$ cat config.mk
export PLATFORM = sky130hd
export DESIGN_NAME = pipe_stage_reg
export DESIGN_NICKNAME = d
export VERILOG_FILES = /design/src/rtl/pipe_stage_reg.sv
export SDC_FILE = /design/constraint.sdc
export NUM_CORES = 1
export LEC_CHECK = 0
export CAP_MARGIN = 20
export CORE_MARGIN = 3
export CORE_UTILIZATION = 42
export CTS_CLUSTER_DIAMETER = 60
export CTS_CLUSTER_SIZE = 16
export DETAILED_ROUTE_END_ITERATION = 8
export GPL_TIMING_DRIVEN = 0
export PLACE_DENSITY_LB_ADDON = 0.1
export SYNTH_ARGS = -nofsm -noshare
export SYNTH_HDL_FRONTEND = slang
export SYNTH_SLANG_ARGS = --single-unit
$ cat constraint.sdc
create_clock -name Clk -period 2.6 [get_ports Clk]
set_input_delay 0.26 -clock Clk [delete_from_list [all_inputs] [get_ports Clk]]
set_output_delay 0.26 -clock Clk [all_outputs]
set_load 0.01 [all_outputs]
$ cat src/rtl/pipe_stage_reg.sv
// pipe_stage_reg
// ----------------
// Generic pipeline stage register for the pipelined MIPS CPU. It replaces the
// fixed IF/ID, ID/EX, EX/MEM and MEM/WB latches. It carries the instruction
// word, PC+4 and a side payload across a valid/ready handshake. It also
// supports flushing and counts bubble cycles on its output.
//
// Build option:
//   SKID_BUF_EN  When defined, a second (skid) entry is compiled in and
//                in_ready comes straight from a register, so there is no
//                combinational path from out_ready to in_ready. When it is
//                undefined, the stage holds one entry and
//                in_ready = !out_valid || out_ready.
//
// Parameters:
//   DATA_W  width of the side payload
//   PC_RST  reset value of out_pc4
//   CNT_W   width of the saturating bubble counter
//
// Ports:
//   Clk         rising-edge clock
//   Reset       synchronous, active-high reset (has priority over Flush)
//   Flush       drops every held and incoming entry at the next edge
//   in_valid    upstream beat present
//   in_ready    stage accepts a beat this cycle
//   in_ir       instruction word
//   in_pc4      PC+4
//   in_data     side payload
//   out_valid   downstream beat present
//   out_ready   downstream consumes the beat this cycle
//   out_ir      instruction word; 0 (NOP) when out_valid=0
//   out_pc4     PC+4 of the current beat, or of the last valid beat
//   out_data    side payload; 0 when out_valid=0
//   bubble_cnt  saturating count of cycles with out_valid=0

module pipe_stage_reg #(
    parameter int          DATA_W = 66,
    parameter logic [31:0] PC_RST = 32'h00003000,
    parameter int          CNT_W  = 16
) (
    input  logic              Clk,
    input  logic              Reset,
    input  logic              Flush,
    input  logic              in_valid,
    output logic              in_ready,
    input  logic [31:0]       in_ir,
    input  logic [31:0]       in_pc4,
    input  logic [DATA_W-1:0] in_data,
    output logic              out_valid,
    input  logic              out_ready,
    output logic [31:0]       out_ir,
    output logic [31:0]       out_pc4,
    output logic [DATA_W-1:0] out_data,
    output logic [CNT_W-1:0]  bubble_cnt
);

    // Main entry (M). It drives every out_* port directly.
    logic              m_valid;
    logic [31:0]       m_ir;
    logic [31:0]       m_pc4;
    logic [DATA_W-1:0] m_data;
    logic [CNT_W-1:0]  bub_q;

    logic accept;
    logic fire;

    assign accept = in_valid && in_ready;
    assign fire   = m_valid && out_ready;

`ifdef SKID_BUF_EN

    // Skid entry (S). It is only filled while M is held under backpressure.
    logic              s_valid;
    logic [31:0]       s_ir;
    logic [31:0]       s_pc4;
    logic [DATA_W-1:0] s_data;

    // s_valid is a flop, so in_ready is registered and does not depend on out_ready.
    assign in_ready = !s_valid;

    // M is refilled from S first, so beats keep their FIFO order. A new beat
    // goes to S only when M is full and is not firing.
    always_ff @(posedge Clk) begin
        if (Reset) begin
            m_valid <= 1'b0;
            m_ir    <= '0;
            m_pc4   <= PC_RST;
            m_data  <= '0;
            s_valid <= 1'b0;
            s_ir    <= '0;
            s_pc4   <= '0;
            s_data  <= '0;
        end else if (Flush) begin
            m_valid <= 1'b0;
            m_ir    <= '0;
            m_data  <= '0;
            s_valid <= 1'b0;
        end else if (!m_valid || fire) begin
            if (s_valid) begin
                m_valid <= 1'b1;
                m_ir    <= s_ir;
                m_pc4   <= s_pc4;
                m_data  <= s_data;
                s_valid <= 1'b0;
            end else if (accept) begin
                m_valid <= 1'b1;
                m_ir    <= in_ir;
                m_pc4   <= in_pc4;
                m_data  <= in_data;
            end else begin
                m_valid <= 1'b0;
                m_ir    <= '0;
                m_data  <= '0;
            end
        end else if (accept) begin
            s_valid <= 1'b1;
            s_ir    <= in_ir;
            s_pc4   <= in_pc4;
            s_data  <= in_data;
        end
    end

`else

    // A single entry can take a new beat whenever it is empty or draining this cycle.
    assign in_ready = !m_valid || out_ready;

    // Load on accept. If the entry fires and nothing replaces it, it turns
    // into a NOP bubble, and out_pc4 keeps the last valid PC+4.
    always_ff @(posedge Clk) begin
        if (Reset) begin
            m_valid <= 1'b0;
            m_ir    <= '0;
            m_pc4   <= PC_RST;
            m_data  <= '0;
        end else if (Flush) begin
            m_valid <= 1'b0;
            m_ir    <= '0;
            m_data  <= '0;
        end else if (accept) begin
            m_valid <= 1'b1;
            m_ir    <= in_ir;
            m_pc4   <= in_pc4;
            m_data  <= in_data;
        end else if (fire) begin
            m_valid <= 1'b0;
            m_ir    <= '0;
            m_data  <= '0;
        end
    end

`endif

    // Bubble accounting. The counter samples out_valid before the edge,
    // saturates at all-ones, and ignores Flush.
    always_ff @(posedge Clk) begin
        if (Reset) begin
            bub_q <= '0;
        end else if (!m_valid && (bub_q != {CNT_W{1'b1}})) begin
            bub_q <= bub_q + CNT_W'(1);
        end
    end

    assign out_valid  = m_valid;
    assign out_ir     = m_ir;
    assign out_pc4    = m_pc4;
    assign out_data   = m_data;
    assign bubble_cnt = bub_q;

endmodule

# After elaboration in Yosys (flattened, before gate mapping)
# Index checks and enable logic that the tools add are counted.
[classes] add_sub_neg=1 multipliers=0 div=0 order_cmp=0 eq_ne=1 shifts=0 n_mux=6 bitwise=1 n_reduce_logical=8
[op_table] cell="two-way mux 66 bit" count=2
[op_table] cell="two-way mux 32 bit" count=2
[op_table] cell="adder 16 x 1 -> 16 bit (second input constant)" count=1
[op_table] cell="!= test 16 bit (second input constant)" count=1
[op_table] cell="logical AND 1 bit" count=3
[op_table] cell="two-way mux 1 bit" count=2
[op_table] cell="AND reduction 2 bit" count=1
[op_table] cell="nonzero test 2 bit" count=1
[op_table] cell="OR reduction 2 bit" count=1
[op_table] cell="logical NOT 1 bit" count=1
[op_table] cell="logical OR 1 bit" count=1
[op_table] cell="NOT 1 bit" count=1
[totals] ff_bits=147 latch_bits=0 ramBits=0 rom_bits=0 input_bits=135 output_inout_bits=148 memories=0

# Longest topological paths before layout
# Gate-level depths: netlist (run 1).
[logic_depth] depth_word=4 depth_mapped=8 mapped_depth_nobuf=5

# Worst setup path before layout (run 1)
# Ideal clock, no wire load.
[synth_timing] path_type="register -> register" from="register m_valid (netlist: out_valid)" to="register m_ir[10] (netlist: out_ir[10])" setup_time_ps=128 arrival_time_ps=1499 required_ps=2472 setup_slack_ps=974 path_stages_with_launch=9 path_buffers=4 cell_sequence="dfxtp_1 -> buf_6 -> nand2b_1 -> and2_1 -> buf_2 -> buf_4 -> buf_2 -> a22oi_1 -> nor2_1"
[synth_between] elab_chain_cells=4 elab_cells_between_ends=6 classes_between="1 x mux; 5 x reduce/logical"
[synth_lines] element="start: declaration" line="58" text="logic m_valid;"
[synth_lines] element="start signal: assignment" line="132" text="m_valid <= 1'b0;"
[synth_lines] element="start signal: assignment" line="137" text="m_valid <= 1'b0;"
[synth_lines] element="start signal: assignment" line="141" text="m_valid <= 1'b1;"
[synth_lines] element="logical NOT 1 bit *" line="126" text="assign in_ready = !m_valid || out_ready;"
[synth_lines] element="logical OR 1 bit *" line="126"
[synth_lines] element="named net in_ready" line="45" text="output logic in_ready,"
[synth_lines] element="logical AND 1 bit *" line="67" text="assign accept = in_valid && in_ready;"
[synth_lines] element="two-way mux 32 bit / nonzero test 2 bit (equally long branches)"
[synth_lines] element="end signal: assignment" line="142" text="m_ir <= in_ir;"
[synth_lines] element="end: declaration" line="59" text="logic [31:0] m_ir;"
# The timed path passes the listed nets; every way through them passes the cells marked *.
# A chain may end at the register's enable or synchronous reset.

# Final worst setup path (run 1)
[layout_timing] from="register m_valid (netlist: out_valid)" to="register m_ir[4] (netlist: out_ir[4])"
[layout_between] elab_chain_cells=4 elab_cells_between_ends=6 classes_between="1 x mux; 5 x reduce/logical"
[layout_lines] element="logical NOT 1 bit" line="126"
[layout_lines] element="logical OR 1 bit" line="126"
[layout_lines] element="logical AND 1 bit" line="67"
[layout_lines] element="two-way mux 32 bit / nonzero test 2 bit (equally long branches)"
# Parallel ways exist; a longest one is shown, timed or not.

==> flow_summary.json, run 1 <==
{
  "status": "finished, final reports clean",
  "cts.clk_slew.worst_paths_ns": 0.06,
  "grt_pass1_vias": 5446,
  "p_seq_share_pct": 42.1,
  "rsz0062_at_grt": "no",
  "ys_seq_area_share_pct": 55.7,
  "post-cts-setup-buffer-count": 0,
  "dieArea_um2": 14000,
  "sw_frac_of_total_pct": 22.2,
  "antenna_found_initial": 0,
  "syn-num-nets": 707,
  "drtAntennaViolNets": 0,
  "fillerInstances": 915,
  "critPathMaxFanout": 10,
  "core_um2": 12200,
  "finalSetupViolations": 0,
  "worst_skew_pair.late_latency_ns": 0.42,
  "num_vias": 5486,
  "drt_iter0_markers": 312,
  "dp_hpwl_mm": 13.6,
  "max_freq_mhz": 507,
  "start_kind": "flip-flop",
  "drt-total-wl_mm": 18.1,
  "grt_pass1_wl_mm": 28.8,
  "fp.dieH_um": 118,
  "drv_cap": 0,
  "rows": 40,
  "p_switching_w": 0.00125,
  "fin_tns_setup_ns": 0,
  "final_cell_mix": "clkdlybuf4s50_1 (282), dfxtp_1 (147), nor2_1 (108)",
  "ctsResizeCount": 0,
  "grt_max_degree": 17,
  "grt_use_total_pct": 25.6,
  "synth_flop_cell": "dfxtp_1",
  "drc": 0,
  "port_buffers": 282,
  "hold_class": "in2reg",
  "ys_warn_count": 0,
  "gp_congestion": 0.826,
  "power_frac_comb_pct": 12.5,
  "synth.avg_cell_area_um2": 9.25,
  "dpl_cell_area_um2": 8310,
  "clockBufferDepth": 2,
  "initial_utilization_pct": 43.4,
  "period_minus_slack_ns": 1.97,
  "cts-root-buf": "clkbuf_16",
  "p_clk_share_pct": 45.4,
  "die_x_um": 118,
  "intPower_w": 0.00439,
  "pin_count": 283,
  "htree_levels": 4,
  "drive_above_1_share_pct": 6.67,
  "finish.instance_area_um2": 8930,
  "synth_edf_count": 0,
  "netlist_area_um2": 5280,
  "postSynth.asyncResetShare_pct": 0,
  "finalMaxSlewViolations": 0,
  "crit_arrival_ns": 2.31,
  "yosysUniqueCellTypes": 47,
  "dr.pass1.iters": 5,
  "min_period_over_period_pct": 75.9,
  "cts_tree": "yes",
  "avgRoutedWirePerCell_um": 17.2,
  "ctsHoldBuffers": 0,
  "required_ns": 2.94,
  "clock_sinks": 147,
  "syn_to_final_growth_pct": 69.2,
  "hold_viol": 0,
  "grt.overflow.total": 0,
  "max_slew.worst_pin.slew_ns": 0.681,
  "p_per_area_nw_per_um2": 632,
  "final_common_cell": "clkdlybuf4s50_1",
  "critPathKind": "reg2reg",
  "ys_ff_latch": 147,
  "viasPerCell": 5.21,
  "numCtsBuffers": 17,
  "vdd_ir_drop_max_mv": 0.596,
  "p_leak_nw": 3.29,
  "critPathCaptureType": "flip-flop",
  "slew_headroom_pct": 53.7,
  "fin_nets": 1008,
  "fin_skew_ns": 0.00563,
  "synthCells": 571
}
layer usage:
layer / GRT usage, % / share of wire (%) / routed length [um]
met5: 0 / 0 / 0
met1: 27.4 / 37 / 6740
met3: 10.2 / 9.7 / 1760
met2: 44.2 / 50 / 9020
met4: 12.0 / 3.5 / 629
per-stage QoR:
stage	instances	total power (W)	utilization (%)	hold WS [ns]	setup WS, ns
after global placement	1021	0.00311	68.4	0.441	0.231
after floorplan	571	0.00269	-	0.384	0.974
after CTS	1052	0.00568	73.4	0.377	0.645
after global routing	1052	0.00583	73.4	0.398	0.487
final	1053	0.00565	73.5	0.393	0.627
after detailed placement	1021	0.00313	68.4	0.446	0.202
cells by family after synthesis:
logic type | after synthesis | share of synthesized area [%]
buffers and inverters | 51 | 4.24
DFF | 147 | 55.7
muxes | 5 | 1.07
xor gates and xnor gates | 1 | 0.166
AOI/OAI and AO/OA | 151 | 19.9
and+or+nand+nor | 215 | 18.7
adders and majority gates | 1 | 0.237
critical path, cell delays in order, from the launching register on:
cell and delay, ns:
dfxtp_1 0.34, buf_6 0.14, mux2i_2 0.61, buf_2 0.33
buf_2 0.25, a22oi_1 0.10, nor2_1 0.13
state kept, by name (all words and copies together) (netlist names):
register	count
out_ir	32
out_pc4	32
out_valid	1
bubble_cnt	16
out_data	66
synth_stat cells, types with 2 or more instances:
cell | count | area, um2
a211oi_1 | 2 | 15.0
a21oi_1 | 39 | 195
a22oi_1 | 98 | 736
and3_1 | 2 | 12.5
buf_2 | 17 | 85.1
clkbuf_1 | 25 | 93.8
dfxtp_1 | 147 | 2940
inv_1 | 6 | 22.5
mux2_1 | 2 | 22.5
mux2i_1 | 2 | 20.0
nand2_1 | 66 | 248
nand2b_1 | 3 | 18.8
nand3_1 | 4 | 20.0
nand3b_1 | 2 | 15.0
nand4_1 | 3 | 18.8
nor2_1 | 108 | 405
nor2b_1 | 2 | 12.5
nor3_1 | 3 | 15.0
nor4_1 | 2 | 12.5
nor4_2 | 2 | 25.0
o21ai_0 | 2 | 10.0
o31ai_1 | 4 | 30.0
or3_1 | 3 | 18.8
or4_1 | 4 | 30.0
final timing paths:
| kind | cells after the start | to | start | slack (ns) |
|---|---|---|---|---|
| worst max-delay path | 6 | out_ir[4] | out_valid | 0.63 |
| worst min-delay path | 3 | out_pc4[16] | in_pc4[16] | 0.39 |
| worst max register to register | 6 | out_ir[4] | out_valid | 0.63 |
| worst min register to register | 2 | out_pc4[19] | out_pc4[19] | 0.46 |
layout make-up:
type	instances	area, um2	share of cell area [%]
clock inverters	9	154	1.72
flip-flops and latches	147	2940	32.9
inverters	6	22.5	0.252
multi-input cells	373	2110	23.7
clock buffers	22	464	5.20
well taps	168	210	2.35
repair buffers	282	2820	31.6
plain buffers	45	201	2.25
diodes	1	2.50	0.0280
power by group through the flow:
stage | combinational (W) | sequential, W | clock, W
floorplan | 0.000237 | 0.00246 | 0
global placement | 0.000687 | 0.00242 | 0
detailed placement | 0.000701 | 0.00243 | 0
CTS | 0.000708 | 0.00238 | 0.00259
global route | 0.000759 | 0.00239 | 0.00269
finish | 0.000705 | 0.00238 | 0.00256
No activity file was read; power rests on OpenSTA's default activity.
==> run 2: changes to the inputs <==
--- a/config.mk
+++ b/config.mk
@@ -7,7 +7,7 @@
 export LEC_CHECK = 0
 export CAP_MARGIN = 20
 export CORE_MARGIN = 3
-export CORE_UTILIZATION = 42
+export CORE_UTILIZATION = 35
 export CTS_CLUSTER_DIAMETER = 60
 export CTS_CLUSTER_SIZE = 16
 export DETAILED_ROUTE_END_ITERATION = 8
==> constraint.sdc (replaced) <==
create_clock -name Clk -period 1.7 [get_ports Clk]
set_input_delay 0.17 -clock Clk [delete_from_list [all_inputs] [get_ports Clk]]
set_output_delay 0.17 -clock Clk [all_outputs]
set_load 0.01 [all_outputs]
==> run 2 against run 1 <==
  * Critical endpoint is now bubble_cnt[8]
  * Power increased by 51%
  * Core utilization decreased by 12 points
  * Wire length is 1.8% lower
  * Maximum frequency is 19% higher
  * Highest routed layer unchanged
  * Largest cell class unchanged
  * Sequential power is 53% higher
  * Worst hold slack worse by 0.085 ns
  * Clock power is 49% higher
  * Register-to-register slack got worse by 0.59 ns
  * Global-route usage is 4.8 points lower
  * Non-clock buffer count rose by 1
==> flow_summary.json, run 2 (synthesis gave the netlist of run 1 again) <==
{
  "status": "finished, final reports clean",
  "dp_slack_ns": -0.655,
  "rrSetupSlack_ns": 0.04,
  "dieArea_um2": 16600,
  "antenna_found_initial": 0,
  "worst-path-buf-inv": 2,
  "fp.dieH_um": 129,
  "clock_sinks": 147,
  "max_freq_mhz": 601,
  "grt_use_total_pct": 20.8,
  "largest_reg_flops": 66,
  "required_ns": 1.97,
  "htree_levels": 4,
  "avgRoutedWirePerCell_um": 16.6,
  "rsz0062_at_grt": "yes",
  "core_um2": 14600,
  "clockBufferDepth": 2,
  "rows": 44,
  "gp_congestion": 0.832,
  "numCtsBuffers": 17,
  "vdd_ir_drop_max_mv": 0.649,
  "fin_util_pct": 61.7,
  "timing.rr.start": "out_valid",
  "worstPathCellList": "buf_6 > buf_4 > nand3b_4 > or3_1 > a311oi_1 > a211oi_1",
  "grt_max_degree": 17,
  "drt_iter0_markers": 312,
  "p_leak_nw": 3.33,
  "critPathMaxFanout": 7,
  "finalSetupViolations": 0,
  "max_slew.worst_pin.slew_ns": 0.492,
  "critPathCaptureType": "flip-flop",
  "final_common_cell": "clkdlybuf4s50_1",
  "ctsHoldBuffers": 0,
  "fin_skew_ns": 0.00429,
  "min_period_over_period_pct": 97.8,
  "syn_to_final_growth_pct": 71.1,
  "dr.pass1.iters": 5,
  "min_to": "out_pc4[7]",
  "antenna_cells": 0,
  "critPathTopFamily": "simple AND/OR/NAND/NOR gates",
  "reg2reg_depth": 6,
  "grt_pass1_vias": 5373,
  "drt-total-wl_mm": 17.8,
  "cts_tree": "yes",
  "hold_start": "in_pc4[7]",
  "period_minus_slack_ns": 1.66,
  "grt.overflow.total": 0,
  "viasPerCell": 5.04,
  "drive_above_1_share_pct": 8.69,
  "slew_headroom_pct": 67.2,
  "worst_skew_pair.late_latency_ns": 0.41,
  "drtAntennaViolNets": 0,
  "fin_cells": 1070,
  "crit_arrival_ns": 1.94,
  "critPathMaxStageDelay_ns": 0.39,
  "num_vias": 5388,
  "hold_class": "in2reg",
  "r2r_end": "bubble_cnt[8]",
  "critPathKind": "reg2reg",
  "p_per_area_nw_per_um2": 945,
  "slowest_stage": "or3_1",
  "fin_ws_ns": 0.0366,
  "die_x_um": 129,
  "cts-root-buf": "clkbuf_16",
  "finalMaxSlewViolations": 0,
  "fin_nets": 1009,
  "grt_pass1_wl_mm": 27.4,
  "place_inst": 1037,
  "cts.clk_slew.worst_paths_ns": 0.06,
  "port_buffers": 282,
  "holdWs_ns": 0.308,
  "hold_viol": 0,
  "min_path_cells": 3,
  "pin_count": 283,
  "final_cell_mix": "clkdlybuf4s50_1 (281), dfxtp_1 (143), nor2_1 (108)",
  "dp_hpwl_mm": 13.6,
  "drv_cap": 0,
  "drc": 0,
  "start_kind": "flip-flop",
  "initial_utilization_pct": 36.1
}
[run 2: where the power goes]
group	switching [W]	internal, W	total, W
registers	0.0000750	0.00357	0.00364
clock network	0.00140	0.00241	0.00381
logic	0.000450	0.000642	0.00109
[run 2: cell type report]
cell class / count / area [um2]
Fill cell: 1244 / 5610
Sequential cell: 147 / 2950
Timing Repair Buffer: 285 / 2860
Multi-Input combinational cell: 373 / 2170
Clock buffer: 22 / 474
Tap cell: 184 / 230
Buffer: 43 / 200
Clock inverter: 10 / 130
Inverter: 6 / 22.5
[run 2: routing by layer]
| metal | track usage (%) | share of wire [%] | vias up |
|---|---|---|---|
| li1 | - | - | 2616 |
| met1 | 23.0 | 39 | 2517 |
| met2 | 35.1 | 48 | 224 |
| met3 | 9.34 | 10 | 31 |
| met4 | 8.21 | 2.3 | 0 |
| met5 | 0 | 0 | - |
[run 2: worst max-delay path by stage]
stage	to	cells past startpoint	start
2_1_floorplan	out_ir[10]	8	out_valid
6_report	bubble_cnt[8]	6	out_valid
3_5_place_dp	out_ir[9]	6	Reset
4_1_cts	out_data[57]	8	out_valid
5_1_grt	bubble_cnt[6]	4	bubble_cnt[5]
3_3_place_gp	out_ir[8]	6	Reset
[run 2: repair_timing]
action                     4_1_cts  5_1_grt
pin swaps                        0        3
setup buffers                    1        2
setup endpoints to repair       98       55
gates resized for setup          8       17
[run 2: worst reg2reg max path, delay by kind of cell, from the launching register on]
kind	cells	cell delay, ns
buf+inv	2	0.28
flops	1	0.32
compound gates	2	0.36
simple gates	2	0.57
[run 2: stage by stage]
stage / cell area [um2] / total power [W] / TNS (ns)
3_5_place_dp: 8330 / 0.00479 / -39.06
5_1_grt: 9040 / 0.00885 / -0.0499
4_1_cts: 8990 / 0.00862 / 0
3_3_place_gp: 8330 / 0.00476 / -32.92
2_1_floorplan: 5280 / 0.00412 / 0
6_report: 9040 / 0.00854 / 0
==> run 3: changes to the inputs <==
--- a/config.mk
+++ b/config.mk
@@ -5,6 +5,7 @@
 export SDC_FILE = /design/constraint.sdc
 export NUM_CORES = 1
 export LEC_CHECK = 0
+export ABC_CLOCK_PERIOD_IN_PS = 1700
 export CAP_MARGIN = 20
 export CORE_MARGIN = 3
 export CORE_UTILIZATION = 35
==> results of run 3 <==
Same layout as run 2: the final DEF is identical, and so are final timing and power.
